### src/rtl/tetris_pkg.sv
// Shared types and constants for the tetromino renderer: shape codes,
// the committed-cell record, the build state machine encoding and the shape ROM.
package tetris_pkg;

   localparam logic [2:0] PIECE_I    = 3'd0;
   localparam logic [2:0] PIECE_O    = 3'd1;
   localparam logic [2:0] PIECE_T    = 3'd2;
   localparam logic [2:0] PIECE_S    = 3'd3;
   localparam logic [2:0] PIECE_Z    = 3'd4;
   localparam logic [2:0] PIECE_J    = 3'd5;
   localparam logic [2:0] PIECE_L    = 3'd6;
   localparam logic [2:0] PIECE_NONE = 3'd7;

   // Stored coordinate width; the renderer's CW must not exceed it.
   localparam int COORD_W = 16;

   typedef struct packed {
      logic [COORD_W-1:0] x;
      logic [COORD_W-1:0] y;
      logic               valid;
   } cell_t;

   typedef enum logic [1:0] {
      ST_IDLE   = 2'd0,
      ST_BUILD  = 2'd1,
      ST_COMMIT = 2'd2
   } state_t;

   // Each entry is {c[1:0], r[1:0]} within the 4x4 bounding grid, rotation 0.
   localparam logic [3:0] SHAPE_ROM [0:6][0:3] = '{
      '{4'h0, 4'h4, 4'h8, 4'hC},   // I
      '{4'h4, 4'h8, 4'h5, 4'h9},   // O
      '{4'h1, 4'h5, 4'h9, 4'h6},   // T
      '{4'h4, 4'h8, 4'h1, 4'h5},   // S
      '{4'h0, 4'h4, 4'h5, 4'h9},   // Z
      '{4'h0, 4'h1, 4'h5, 4'h9},   // J
      '{4'h8, 4'h1, 4'h5, 4'h9}    // L
   };

endpackage

### src/rtl/tetromino_shape_rom.sv
// Combinational base-shape lookup: (piece, cell index) -> grid cell (c,r).
// The "none" code returns cell (0,0); the caller marks such cells invalid.
module tetromino_shape_rom
   import tetris_pkg::*;
(
   input  logic [2:0] piece_i,
   input  logic [1:0] idx_i,
   output logic [1:0] col_o,
   output logic [1:0] row_o
);

   always_comb begin
      {col_o, row_o} = 4'h0;
      if (piece_i != PIECE_NONE) begin
         {col_o, row_o} = SHAPE_ROM[piece_i][idx_i];
      end
   end

endmodule

### src/rtl/tetromino_render.sv
// Tetromino renderer: a load-time FSM builds four cell origins into a shadow
// set and commits them atomically; a 2-stage hit test drives en_inner/en_edge.
module tetromino_render
   import tetris_pkg::*;
#(
   parameter int SIZE = 16,
   parameter int EDGE = 1,
   parameter int CW   = 10
) (
   input  logic          clk,
   input  logic          reset,
   input  logic          load,
   input  logic [2:0]    piece,
   input  logic [1:0]    rot,
   input  logic [CW-1:0] ref_x,
   input  logic [CW-1:0] ref_y,
   output logic          busy,
   output logic          done,
   input  logic [CW-1:0] addr_x,
   input  logic [CW-1:0] addr_y,
   output logic          en_inner,
   output logic          en_edge,
   output logic [1:0]    dbg_state_o
);

   localparam logic [COORD_W-1:0] SIZE_C = COORD_W'(SIZE);
   localparam logic [COORD_W-1:0] EDGE_C = COORD_W'(EDGE);
   localparam logic [COORD_W-1:0] HI_C   = COORD_W'(SIZE - EDGE);

   state_t        state_q, state_d;
   logic [1:0]    idx_q, idx_d;
   logic          latch_en;
   logic [2:0]    piece_q;
   logic [1:0]    rot_q;
   logic [CW-1:0] ref_x_q, ref_y_q;
   cell_t         shadow_q [4];
   cell_t         active_q [4];

   logic [1:0]    rom_c, rom_r, c_rot, r_rot;
   logic [CW:0]   x_sum, y_sum;
   cell_t         build_cell;

   logic [COORD_W-1:0] ax, ay;
   logic [COORD_W-1:0] hit_dx [4];
   logic [COORD_W-1:0] hit_dy [4];
   logic [3:0]    inside_d, band_d, inner_d, edge_d;
   logic [3:0]    inner_s1_q, edge_s1_q;
   logic          en_inner_q, en_edge_q;

   // ---------------- load-time state machine ----------------
   always_comb begin
      state_d  = state_q;
      idx_d    = idx_q;
      latch_en = 1'b0;
      case (state_q)
         ST_IDLE: begin
            if (load) begin
               latch_en = 1'b1;
               idx_d    = 2'd0;
               state_d  = ST_BUILD;
            end
         end
         ST_BUILD: begin
            idx_d = idx_q + 2'd1;
            if (idx_q == 2'd3) state_d = ST_COMMIT;
         end
         ST_COMMIT: state_d = ST_IDLE;
         default:   state_d = ST_IDLE;
      endcase
   end

   assign busy        = (state_q == ST_BUILD);
   assign done        = (state_q == ST_COMMIT);
   assign dbg_state_o = state_q;

   always_ff @(posedge clk) begin
      if (reset) begin
         state_q <= ST_IDLE;
         idx_q   <= 2'd0;
         piece_q <= PIECE_NONE;
         rot_q   <= 2'd0;
         ref_x_q <= '0;
         ref_y_q <= '0;
      end else begin
         state_q <= state_d;
         idx_q   <= idx_d;
         if (latch_en) begin
            piece_q <= piece;
            rot_q   <= rot;
            ref_x_q <= ref_x;
            ref_y_q <= ref_y;
         end
      end
   end

   // ---------------- cell build: ROM, rotate, place ----------------
   tetromino_shape_rom u_rom (
      .piece_i (piece_q),
      .idx_i   (idx_q),
      .col_o   (rom_c),
      .row_o   (rom_r)
   );

   always_comb begin
      c_rot = rom_c;
      r_rot = rom_r;
      case (rot_q)
         2'd1:    begin c_rot = 2'd3 - rom_r; r_rot = rom_c;         end
         2'd2:    begin c_rot = 2'd3 - rom_c; r_rot = 2'd3 - rom_r;  end
         2'd3:    begin c_rot = rom_r;        r_rot = 2'd3 - rom_c;  end
         default: begin c_rot = rom_c;        r_rot = rom_r;         end
      endcase
   end

   // One extra bit so a cell past the screen edge is flagged, never wrapped.
   assign x_sum = (CW+1)'(ref_x_q) + (CW+1)'(c_rot) * (CW+1)'(SIZE);
   assign y_sum = (CW+1)'(ref_y_q) + (CW+1)'(r_rot) * (CW+1)'(SIZE);

   always_comb begin
      build_cell       = '0;
      build_cell.x     = COORD_W'(x_sum[CW-1:0]);
      build_cell.y     = COORD_W'(y_sum[CW-1:0]);
      build_cell.valid = !x_sum[CW] && !y_sum[CW] && (piece_q != PIECE_NONE);
   end

   always_ff @(posedge clk) begin
      if (reset) begin
         for (int i = 0; i < 4; i++) begin
            shadow_q[i] <= '0;
            active_q[i] <= '0;
         end
      end else begin
         if (state_q == ST_BUILD) shadow_q[idx_q] <= build_cell;
         if (state_q == ST_COMMIT) begin
            for (int i = 0; i < 4; i++) active_q[i] <= shadow_q[i];
         end
      end
   end

   // ---------------- two-stage hit test on the active set ----------------
   assign ax = COORD_W'(addr_x);
   assign ay = COORD_W'(addr_y);

   always_comb begin
      inside_d = '0;
      band_d   = '0;
      inner_d  = '0;
      edge_d   = '0;
      for (int i = 0; i < 4; i++) begin
         hit_dx[i]   = ax - active_q[i].x;
         hit_dy[i]   = ay - active_q[i].y;
         inside_d[i] = active_q[i].valid && (ax >= active_q[i].x) && (ay >= active_q[i].y)
                       && (hit_dx[i] < SIZE_C) && (hit_dy[i] < SIZE_C);
         band_d[i]   = (hit_dx[i] < EDGE_C) || (hit_dx[i] >= HI_C)
                       || (hit_dy[i] < EDGE_C) || (hit_dy[i] >= HI_C);
         inner_d[i]  = inside_d[i] && !band_d[i];
         edge_d[i]   = inside_d[i] && band_d[i];
      end
   end

   always_ff @(posedge clk) begin
      if (reset) begin
         inner_s1_q <= '0;
         edge_s1_q  <= '0;
         en_inner_q <= 1'b0;
         en_edge_q  <= 1'b0;
      end else begin
         inner_s1_q <= inner_d;
         edge_s1_q  <= edge_d;
         en_inner_q <= |inner_s1_q;
         en_edge_q  <= |edge_s1_q;
      end
   end

   assign en_inner = en_inner_q;
   assign en_edge  = en_edge_q;

endmodule

### config.mk
export PLATFORM = sky130hd
export DESIGN_NAME = tetromino_render
export DESIGN_NICKNAME = d
export VERILOG_FILES = /design/src/rtl/tetris_pkg.sv /design/src/rtl/tetromino_shape_rom.sv /design/src/rtl/tetromino_render.sv
export SDC_FILE = /design/constraint.sdc
export NUM_CORES = 1
export LEC_CHECK = 0
export ABC_AREA = 1
export CORE_MARGIN = 3
export CORE_UTILIZATION = 50
export CTS_CLUSTER_DIAMETER = 80
export DETAILED_ROUTE_END_ITERATION = 16
export PLACE_DENSITY = 0.66
export SKIP_CTS_REPAIR_TIMING = 1
export SLEW_MARGIN = 20
export SYNTH_ARGS = -nofsm -noshare
export SYNTH_HDL_FRONTEND = slang
export SYNTH_SLANG_ARGS = --single-unit
### constraint.sdc
create_clock -name clk -period 10.3 [get_ports clk]
set_clock_uncertainty 0.2 [all_clocks]
set_input_delay 1.03 -clock clk [delete_from_list [all_inputs] [get_ports clk]]
set_output_delay 1.03 -clock clk [all_outputs]
set_load 0.005 [all_outputs]
# Word-level counts from Yosys, hierarchy flattened
# Memories as Yosys holds them, arrays and structs flattened.
# Index checks and enable logic that the tools add are counted.
dict set report word_totals {
  reg_bits 39
  ramBits 216
  romBits 128
  inputBits 48
  out_inout_bits 6
  word_cells 157
  mem_count 3
}
dict set report classes {
  n_addsub 13
  n_lt_le_gt_ge 34
  n_eq_ne 9
  muxes 31
  n_bitwise 6
  reduce_logical 51
}
# memory words word_bits read_ports rd_clocked_by_memory_dff write_ports line_no
set memory_table {}
lappend memory_table {active_q 4 33 4 0 4 tetromino_render.sv:37} ;# cell_t active_q [4];
lappend memory_table {{(name not given)} 8 16 1 0 0 tetromino_shape_rom.sv:15} ;# {col_o, row_o} = SHAPE_ROM[piece_i][idx_i];
lappend memory_table {shadow_q 4 21 4 0 4 tetromino_render.sv:36} ;# cell_t shadow_q [4];
# operator n
set ops {}
lappend ops {{two-way mux 33 bit} 4}
lappend ops {{greater-or-equal comparator 10 x 16 -> 1 bit} 8}
lappend ops {{greater-or-equal comparator 16 x 4 -> 1 bit (second input constant)} 8}
lappend ops {{< comparator 16 x 1 -> 1 bit (second input constant)} 8}
lappend ops {{< comparator 16 x 5 -> 1 bit (second input constant)} 8}
lappend ops {{subtractor 10 x 16 -> 16 bit} 8}
lappend ops {{two-way mux 16 bit} 2}
lappend ops {{logical AND 1 bit} 26}
lappend ops {{adder 10 x 6 -> 11 bit} 2}
lappend ops {{two-way mux 21 bit} 1}
lappend ops {{OR reduction 21 bit} 1}
lappend ops {{logical OR 1 bit} 12}
lappend ops {{two-way mux 2 bit} 6}
lappend ops {{one-hot mux 2 bit (3 select lines)} 2}
lappend ops {{two-way mux 1 bit} 11}
lappend ops {{binary-select mux 4 bit (select 2 bit)} 1}
lappend ops {{equality test 2 bit (second input constant)} 4}
lappend ops {{two-way mux 4 bit} 2}
lappend ops {{one-hot mux 2 bit (2 select lines)} 2}
lappend ops {{OR reduction 4 bit} 2}
lappend ops {{zero test 1 bit} 6}
lappend ops {{equality test 2 x 1 -> 1 bit (second input constant)} 2}
lappend ops {{greater-or-equal comparator 4 bit (second input constant)} 1}
lappend ops {{NOT 3 -> 4 bit} 1}
lappend ops {{other kinds (11)} 16}

# Logic depth before layout (Yosys ltp)
# Gate-level depths: netlist of the first run.
dict set report logic_depth {
  ltp_word 15
  ltp_mapped 22
  depth_no_buf 21
}

# By module
# Synthesis of the first run repeated with hierarchy kept, for this count alone.
dict set report unflattened {
  cells_unflattened 1812
  hier_area_um2 13490.4
}
# module instances cells_per_inst area_per_inst_um2 seq_area_each_um2
set modules_own_cells {}
lappend modules_own_cells {tetromino_render 1 1775 13331.5 5825.6}
lappend modules_own_cells {tetromino_shape_rom 1 37 158.9 0.0}

# Worst setup path before layout of the first run
# Ideal clock, no wire load.
dict set report synth_path {
  kind {flip-flop to flip-flop}
  start {register state_q[1], in the netlist dbg_state_o[1]}
  end {memory active_q[0][0] (netlist bit), enable pin}
  setup_time_ns 0.642
  arrival_ns 6.370
  required_ns 9.458
  slack_ns 3.088
  path_stages_with_launch 3
  n_path_buf 0
  period_less_slack_ns 7.212
  path_cell_list {dfxtp_1 inv_1 o21ai_0}
}
# element line_no
set synth_lines {}
lappend synth_lines {{start: declaration} tetromino_render.sv:30} ;# state_t state_q, state_d;
lappend synth_lines {{start signal: assignment} tetromino_render.sv:85} ;# state_q <= state_d;
lappend synth_lines {{end: declaration} tetromino_render.sv:37}

==> results of run 1 <==
==> metal layers <==
| metal | vias up | share of wire, % | wire, um |
|---|---|---|---|
| li1 | 5367 | - | - |
| met1 | 4572 | 48 | 14800 |
| met2 | 279 | 43 | 13400 |
| met3 | 58 | 5.5 | 1720 |
| met4 | 0 | 3.3 | 1020 |
| met5 | - | 0 | 0 |
==> path summary, 6_finish.rpt <==
path,slack (ns),to,start
max,6.29,active_q[2][20],reset
min,0.26,en_inner,inner_s1_q[0]
min reg2reg,0.26,en_inner,inner_s1_q[0]
max reg2reg,6.97,shadow_q[1][19],idx_q[0]
==> where the power goes <==
group	total, mW	switching [mW]	internal, mW
logic	0.390	0.255	0.135
clock network	0.774	0.317	0.457
registers	0.966	0.0209	0.946
==> cells in the final DEF, fill, tap and decap left out, types with 2 or more instances in the layout <==
cell type                           n
sky130_fd_sc_hd__nand3b_1          15
sky130_fd_sc_hd__nor4_1             4
sky130_fd_sc_hd__o21ai_0           40
sky130_fd_sc_hd__buf_4              3
sky130_fd_sc_hd__nor3_1            11
sky130_fd_sc_hd__nand2_2            6
sky130_fd_sc_hd__fa_1              10
sky130_fd_sc_hd__or2_1              2
sky130_fd_sc_hd__a21oi_2            2
sky130_fd_sc_hd__xnor2_1            5
sky130_fd_sc_hd__edfxtp_1         168
sky130_fd_sc_hd__nand3_1           96
sky130_fd_sc_hd__a21o_1             2
sky130_fd_sc_hd__inv_2              2
sky130_fd_sc_hd__xor2_1            16
sky130_fd_sc_hd__ha_1              85
sky130_fd_sc_hd__o21ai_2            2
sky130_fd_sc_hd__nand4_1           22
sky130_fd_sc_hd__o21bai_1           6
sky130_fd_sc_hd__nor2_1           306
sky130_fd_sc_hd__nor2_4             3
sky130_fd_sc_hd__o22ai_1            2
sky130_fd_sc_hd__nand2_1          357
sky130_fd_sc_hd__clkbuf_1           7
sky130_fd_sc_hd__dfxtp_1           39
sky130_fd_sc_hd__a31oi_1            3
sky130_fd_sc_hd__clkbuf_8           6
sky130_fd_sc_hd__inv_1            336
sky130_fd_sc_hd__or2_2              2
sky130_fd_sc_hd__inv_6              2
sky130_fd_sc_hd__o21ai_4            2
sky130_fd_sc_hd__nor2_2             2
sky130_fd_sc_hd__clkdlybuf4s50_1   53
sky130_fd_sc_hd__clkinv_1           3
sky130_fd_sc_hd__a21oi_1           64
sky130_fd_sc_hd__o211ai_1           6
sky130_fd_sc_hd__clkbuf_16         23
==> worst register-to-register path, stage by stage (launching register included) <==
cell and delay (ns):
sky130_fd_sc_hd__dfxtp_1 0.59, sky130_fd_sc_hd__a21oi_1 0.13, sky130_fd_sc_hd__o21a_1 0.19, sky130_fd_sc_hd__nor2_1 0.09, sky130_fd_sc_hd__nand2_1 0.09, sky130_fd_sc_hd__o21ai_1 0.15, sky130_fd_sc_hd__xor2_1 0.12, sky130_fd_sc_hd__inv_1 0.07
sky130_fd_sc_hd__ha_1 0.15, sky130_fd_sc_hd__inv_1 0.06, sky130_fd_sc_hd__fa_1 0.40, sky130_fd_sc_hd__nor2_1 0.18, sky130_fd_sc_hd__xor2_1 0.54, sky130_fd_sc_hd__nor2_1 0.11
==> cell type report <==
| cell class | instances | area [um2] | area share (%) |
|---|---|---|---|
| tap | 330 | 413 | 2.85 |
| clock inverter | 5 | 35.0 | 0.242 |
| sequential | 207 | 5830 | 40.3 |
| multi-input combinational | 1082 | 5670 | 39.2 |
| clock buffer | 36 | 684 | 4.73 |
| timing repair buffer | 56 | 553 | 3.82 |
| inverter | 341 | 1280 | 8.87 |
==> per-stage QoR <==
step,power (mW),instances,area (um2),worst slack (ns)
floorplan,1.25,1655,12900,3.09
global placement,1.37,2016,13700,5.86
detailed placement,1.37,2016,13700,5.75
CTS,2.14,2057,14500,6.26
global route,2.24,2057,14500,6.09
finish,2.13,2057,14500,6.29
==> registers in the layout, indices dropped and copies added (netlist names) <==
signal,count
edge_s1_q,4
inner_s1_q,4
ref_x_q,10
shadow_q,84
active_q,84
ref_y_q,10
en_inner,1
rot_q,2
idx_q,2
en_edge,1
piece_q,3
dbg_state_o,2
==> kinds of logic after synthesis <==
family,Yosys count,share of synthesized area [%]
fa+ha+maj,95,9.82
flops,207,45.3
simple gates,832,26.9
xor+xnor,21,1.43
compound gates,134,5.76
buf+inv,366,10.9
==> implementation parameters, run 1 <==
Parameter                              Value

GRT
  Global-route congestion overflow total    0
  Antenna violations before repair    0
  Wire length of the first global-routing pass    49300 um
  Number of global-route vias before repair    9521
  GRT Total Usage    22.2%
  Maximum number of pins on one net before global-route repair    85
  Top Usage Layer GRT    met2
  Routing usage on met2    between 30% and 40%
  Grt met1 use    between 30 and 40%
  Global routing met3 resource utilization    under 10%

Critical path
  Longest individual stage delay on the worst path    0.97 ns
  Crit path cell chain    clkdlybuf4s50_1, clkinv_1, o21ai_4, buf_4
  Library cell contributing the largest single delay on the critical path    sky130_fd_sc_hd__clkinv_1
  Data required time of the critical path    ~10 ns
  Worst reg2reg path depth    13
  Count of cell instances traversed by the critical path    4
  Capturing element type of the critical path    register
  Number of buffers and inverters on the critical path    3
  Type of the worst setup path    input port to register
  Family with the most delay on the worst path    buffers and inverters
  Biggest fanout along the worst timing path    between 80 and 90
  Startpoint type of the worst setup path    input port
  Data arrival time of the critical path    slightly below 4 ns

Logic synthesis
  Syn Inst Count    1655
  Most repeated cell in the gate-level netlist after synthesis    sky130_fd_sc_hd__nand2_1
  Cell taking the most area after synthesis    sky130_fd_sc_hd__edfxtp_1
  Number of flops mapped to enable cells by yosys    168
  Unique masters post-synth    45
  Yosys warns    0
  Post-synthesis instance area    about 13000 um2
  Most numerous cell types in the synthesized netlist    sky130_fd_sc_hd__nand2_1 (358), sky130_fd_sc_hd__inv_1 (336), sky130_fd_sc_hd__nor2_1 (306), sky130_fd_sc_hd__edfxtp_1 (168), sky130_fd_sc_hd__nand3_1 (96)
  Top FF cell, synth    sky130_fd_sc_hd__edfxtp_1
  Async SR Flop Fraction    0%
  Number of flip-flops and latches in the synthesized netlist    207
  Per-instance average area after synthesis    around 7.8 um2
  Post-synthesis sequential area ratio    between 40% and 50%
  Cell types occupying the most area after synthesis    sky130_fd_sc_hd__edfxtp_1 (39%), sky130_fd_sc_hd__nand2_1 (10%), sky130_fd_sc_hd__inv_1 (9.8%)
  Area share of the leading cell type in the synthesized netlist    about 40%
  Synthesized net count    approximately 1.8k

Finish
  Util after Layout    between 50% and 60%
  P&R area growth vs syn    12.4%
  Layout cells sized above 1    3.65%
  Diode insertion count for antenna repair    0
  Fillers    about 2.3k
  Total Nets Final    about 1.9k

STA
  Measured slew at the worst slew-check pin    roughly 1.1 ns
  Slew Viols, Final    0
  Final critical path time including I/O delays and setup    around 4 ns
  Post-route fraction of the period consumed by the critical path    39.0%
  Timing-limited maximum frequency    between 200 and 250 MHz
  Count of final setup violators    0
  Setup repair after global routing missed its margin    no
  Minimum hold slack    0.256 ns
  Max-slew headroom    28.5%
  Number of failing hold endpoints at the final stage    0
  Total Negative Setup Slacks    0 ns

Clock tree
  # clock sinks    207
  CTS H-tree lvls    1
  Reg clk slew, reported paths    approximately 0.060 ns
  Cts bufs inserted    23
  Root Buffer Master    sky130_fd_sc_hd__clkbuf_16
  Worst-skew pair later-pin latency    0.50 ns
  TritonCTS clock tree    built
  Worst-case clock buffer depth    3

Floorplan
  Die ar.    between 20000 and 30000 um2
  Starting Density    51.0%
  Core area    approximately 25000 um2
  Ports    54
  Total number of placement rows    58
  Die Y-Extent    between 150 and 200 um
  Floorplan die width    166 um

Place
  Port bufs    53
  Gp weighted congestion    ~0.94
  DP HPWL    ~24000 um

Hold path
  Number of cells on the worst hold path    2
  Hold Crit Class    register to register

Route
  Total iterations of the first detailed-routing run    5
  Avg Vias per Cell    5.00
  First-iteration detailed-routing DRC count    roughly 870
  Final wirelength    a little over 30000 um
  DRC violations left    0
  WL per Instance    approximately 15 um
  Antenna violation net count after detailed routing    0
  Total via count in the routed design    just over 10k

Run status
  Status    finished clean

Pwr
  Peak ir drop on the vdd network    between 0.1 and 0.15 mV
  P per Cell Area    ~150 nW/um2
  Leakage    around 6.7 nW

Run
  Max-cap violations    0
Power figures use the tool's default switching activity.
==> run 2: changes to the inputs <==
- PLACE_DENSITY: 0.66 -> 0.68
- clock period: 10.3 -> 3.28 ns (I/O delays scaled with it)
==> run 2 against run 1 <==
Net effect: cell area is 1.6% higher; count of clock-buffer cells in the layout decreased by 9; sequential power increased to 3.1 times the previous value; worst hold slack lost 0.044 ns; global-route usage decreased by 0.66 points; die area stayed put; first-iteration DRC count fell by 1.3%; clock power grew to 3.4 times the previous value; wire length fell by 3.4%; worst setup slack got worse by 6.0 ns; register-to-register slack worse by 6.7 ns.
==> implementation parameters, run 2 (synthesized netlist as in run 1, its figures left out) <==
Parameter                              Value

STA
  Slew Viols, Final    0
  Count of final setup violators    0
  Max-slew headroom    ~50%
  Final critical path time including I/O delays and setup    between 2 and 3 ns
  Setup repair after global routing missed its margin    no
  Total Negative Setup Slacks    0 ns
  Number of failing hold endpoints at the final stage    0
  Post-route fraction of the period consumed by the critical path    ~91%
  Setup slack of the critical path after layout    0.305 ns
  Measured slew at the worst slew-check pin    approximately 0.75 ns
  Minimum hold slack    between 0.2 and 0.25 ns
  Timing-limited maximum frequency    roughly 340 MHz

Finish
  Most frequent cells in the layout    sky130_fd_sc_hd__nand2_1 (357), sky130_fd_sc_hd__inv_1 (336), sky130_fd_sc_hd__nor2_1 (306), sky130_fd_sc_hd__edfxtp_1 (168), sky130_fd_sc_hd__nand3_1 (96)
  Design Area, Final    about 15000 um2
  Layout cells sized above 1    between 4 and 5%
  Util after Layout    58.2%
  Total Nets Final    roughly 1.9k
  P&R area growth vs syn    14.2%
  Top flop regs    active_q x84, shadow_q x84
  Commonest non-fill, non-tap cell in the layout    sky130_fd_sc_hd__nand2_1
  Diode insertion count for antenna repair    0
  Non-filler instance count after layout    ~2.1k

Run status
  Status    finished clean

GRT
  Antenna violations before repair    0
  Routing usage on met2    a little over a third
  Global routing met3 resource utilization    approximately 2.6%
  Global-route congestion overflow total    0
  Maximum number of pins on one net before global-route repair    47
  Grt met1 use    ~30%
  Top Usage Layer GRT    met2
  Number of global-route vias before repair    9731
  GRT Total Usage    21.5%
  Wire length of the first global-routing pass    a little under 50000 um

Critical path
  R2r setup slk    around 0.3 ns
  Startpoint type of the worst setup path    register
  Worst reg2reg path depth    16
  Capturing element type of the critical path    register
  Data required time of the critical path    around 3.3 ns
  Start point of the critical path    piece_q[2]
  Biggest fanout along the worst timing path    6
  R2R Path Start    piece_q[2]
  Data arrival time of the critical path    3.01 ns
  RR Endpoint    shadow_q[2][0]
  Type of the worst setup path    register to register

Floorplan
  Core area    about 25000 um2
  Floorplan die width    166 um
  Die Y-Extent    ~170 um
  Ports    54
  Starting Density    approximately 51%
  Die ar.    about 28000 um2
  Total number of placement rows    just under 60

Clock tree
  Root Buffer Master    sky130_fd_sc_hd__clkbuf_16
  Cts bufs inserted    23
  Worst-case clock buffer depth    3
  CTS H-tree lvls    1
  Worst-skew pair later-pin latency    approximately 0.5 ns
  Reg clk slew, reported paths    about 0.06 ns
  TritonCTS clock tree    built
  # clock sinks    ~210

Hold path
  Min-delay src    piece[0]
  Worst min-delay path endpoint    piece_q[0]
  Number of cells on the worst hold path    3
  Hold Crit Class    input port to register

Place
  Port bufs    53
  Number of cells in the design after placement    just over 2k
  Pre-CTS setup slack    between 0.04 and 0.05 ns
  Gp weighted congestion    approximately 0.91
  DP HPWL    23400 um
  Post-place instance area    between 10000 and 15000 um2

Pwr
  Leakage    approximately 7 nW
  Post-layout total power    just under 7 mW
  P per Cell Area    between 400 and 500 nW/um2
  Peak ir drop on the vdd network    about 0.38 mV

Route
  WL per Instance    ~14 um
  Total via count in the routed design    about 10k
  Final wirelength    29900 um
  Antenna violation net count after detailed routing    0
  DRC violations left    0
  Avg Vias per Cell    between 4 and 5
  First-iteration detailed-routing DRC count    around 860
  Total iterations of the first detailed-routing run    6

Run
  Max-cap violations    0
-- run 2: where the power goes --
part	internal, mW	leakage, nW	total, mW	switching, mW
clock	1.60	0.372	2.60	0.997
combinational	0.445	4.42	1.23	0.788
sequential	2.97	2.06	3.03	0.0643
-- run 2: routing by layer --
metal	routed length [um]	up-vias
li1	-	5377
met1	14000	4601
met2	13400	272
met3	1570	47
met4	865	0
met5	0	-
-- run 2: worst max-delay path, cell delays in order (launching register included) --
cell	delay, ns
sky130_fd_sc_hd__dfxtp_1	0.35
sky130_fd_sc_hd__nor2_1	0.24
sky130_fd_sc_hd__a21oi_1	0.07
sky130_fd_sc_hd__o21a_1	0.17
sky130_fd_sc_hd__nor2_1	0.08
sky130_fd_sc_hd__nand2_1	0.07
sky130_fd_sc_hd__nand2_1	0.06
sky130_fd_sc_hd__nand2_1	0.06
sky130_fd_sc_hd__xor2_1	0.14
sky130_fd_sc_hd__ha_1	0.19
sky130_fd_sc_hd__inv_1	0.06
sky130_fd_sc_hd__fa_1	0.40
sky130_fd_sc_hd__nand3b_1	0.19
sky130_fd_sc_hd__nor2_1	0.16
sky130_fd_sc_hd__nand2_1	0.08
sky130_fd_sc_hd__nand4_1	0.14
sky130_fd_sc_hd__nor2_1	0.06
-- run 2: how the worst max path moves through the flow --
stage | slack, ns | cells after the start | endpoint
floorplan | 0.47 | 4 | shadow_q[3][0]
global placement | 0.06 | 15 | edge_s1_q[2]
detailed placement | 0.04 | 15 | inner_s1_q[2]
CTS | 0.21 | 15 | shadow_q[2][0]
global route | 0.004 | 16 | shadow_q[1][0]
finish | 0.31 | 16 | shadow_q[2][0]
-- run 2: area by class of cell --
type	count	area, um2
fill	2275	10600
inverter	341	1280
sequential	207	5830
clock inverter	12	169
clock buffer	27	591
timing repair buffer	73	743
multi-input combinational	1082	5680
tap	330	413
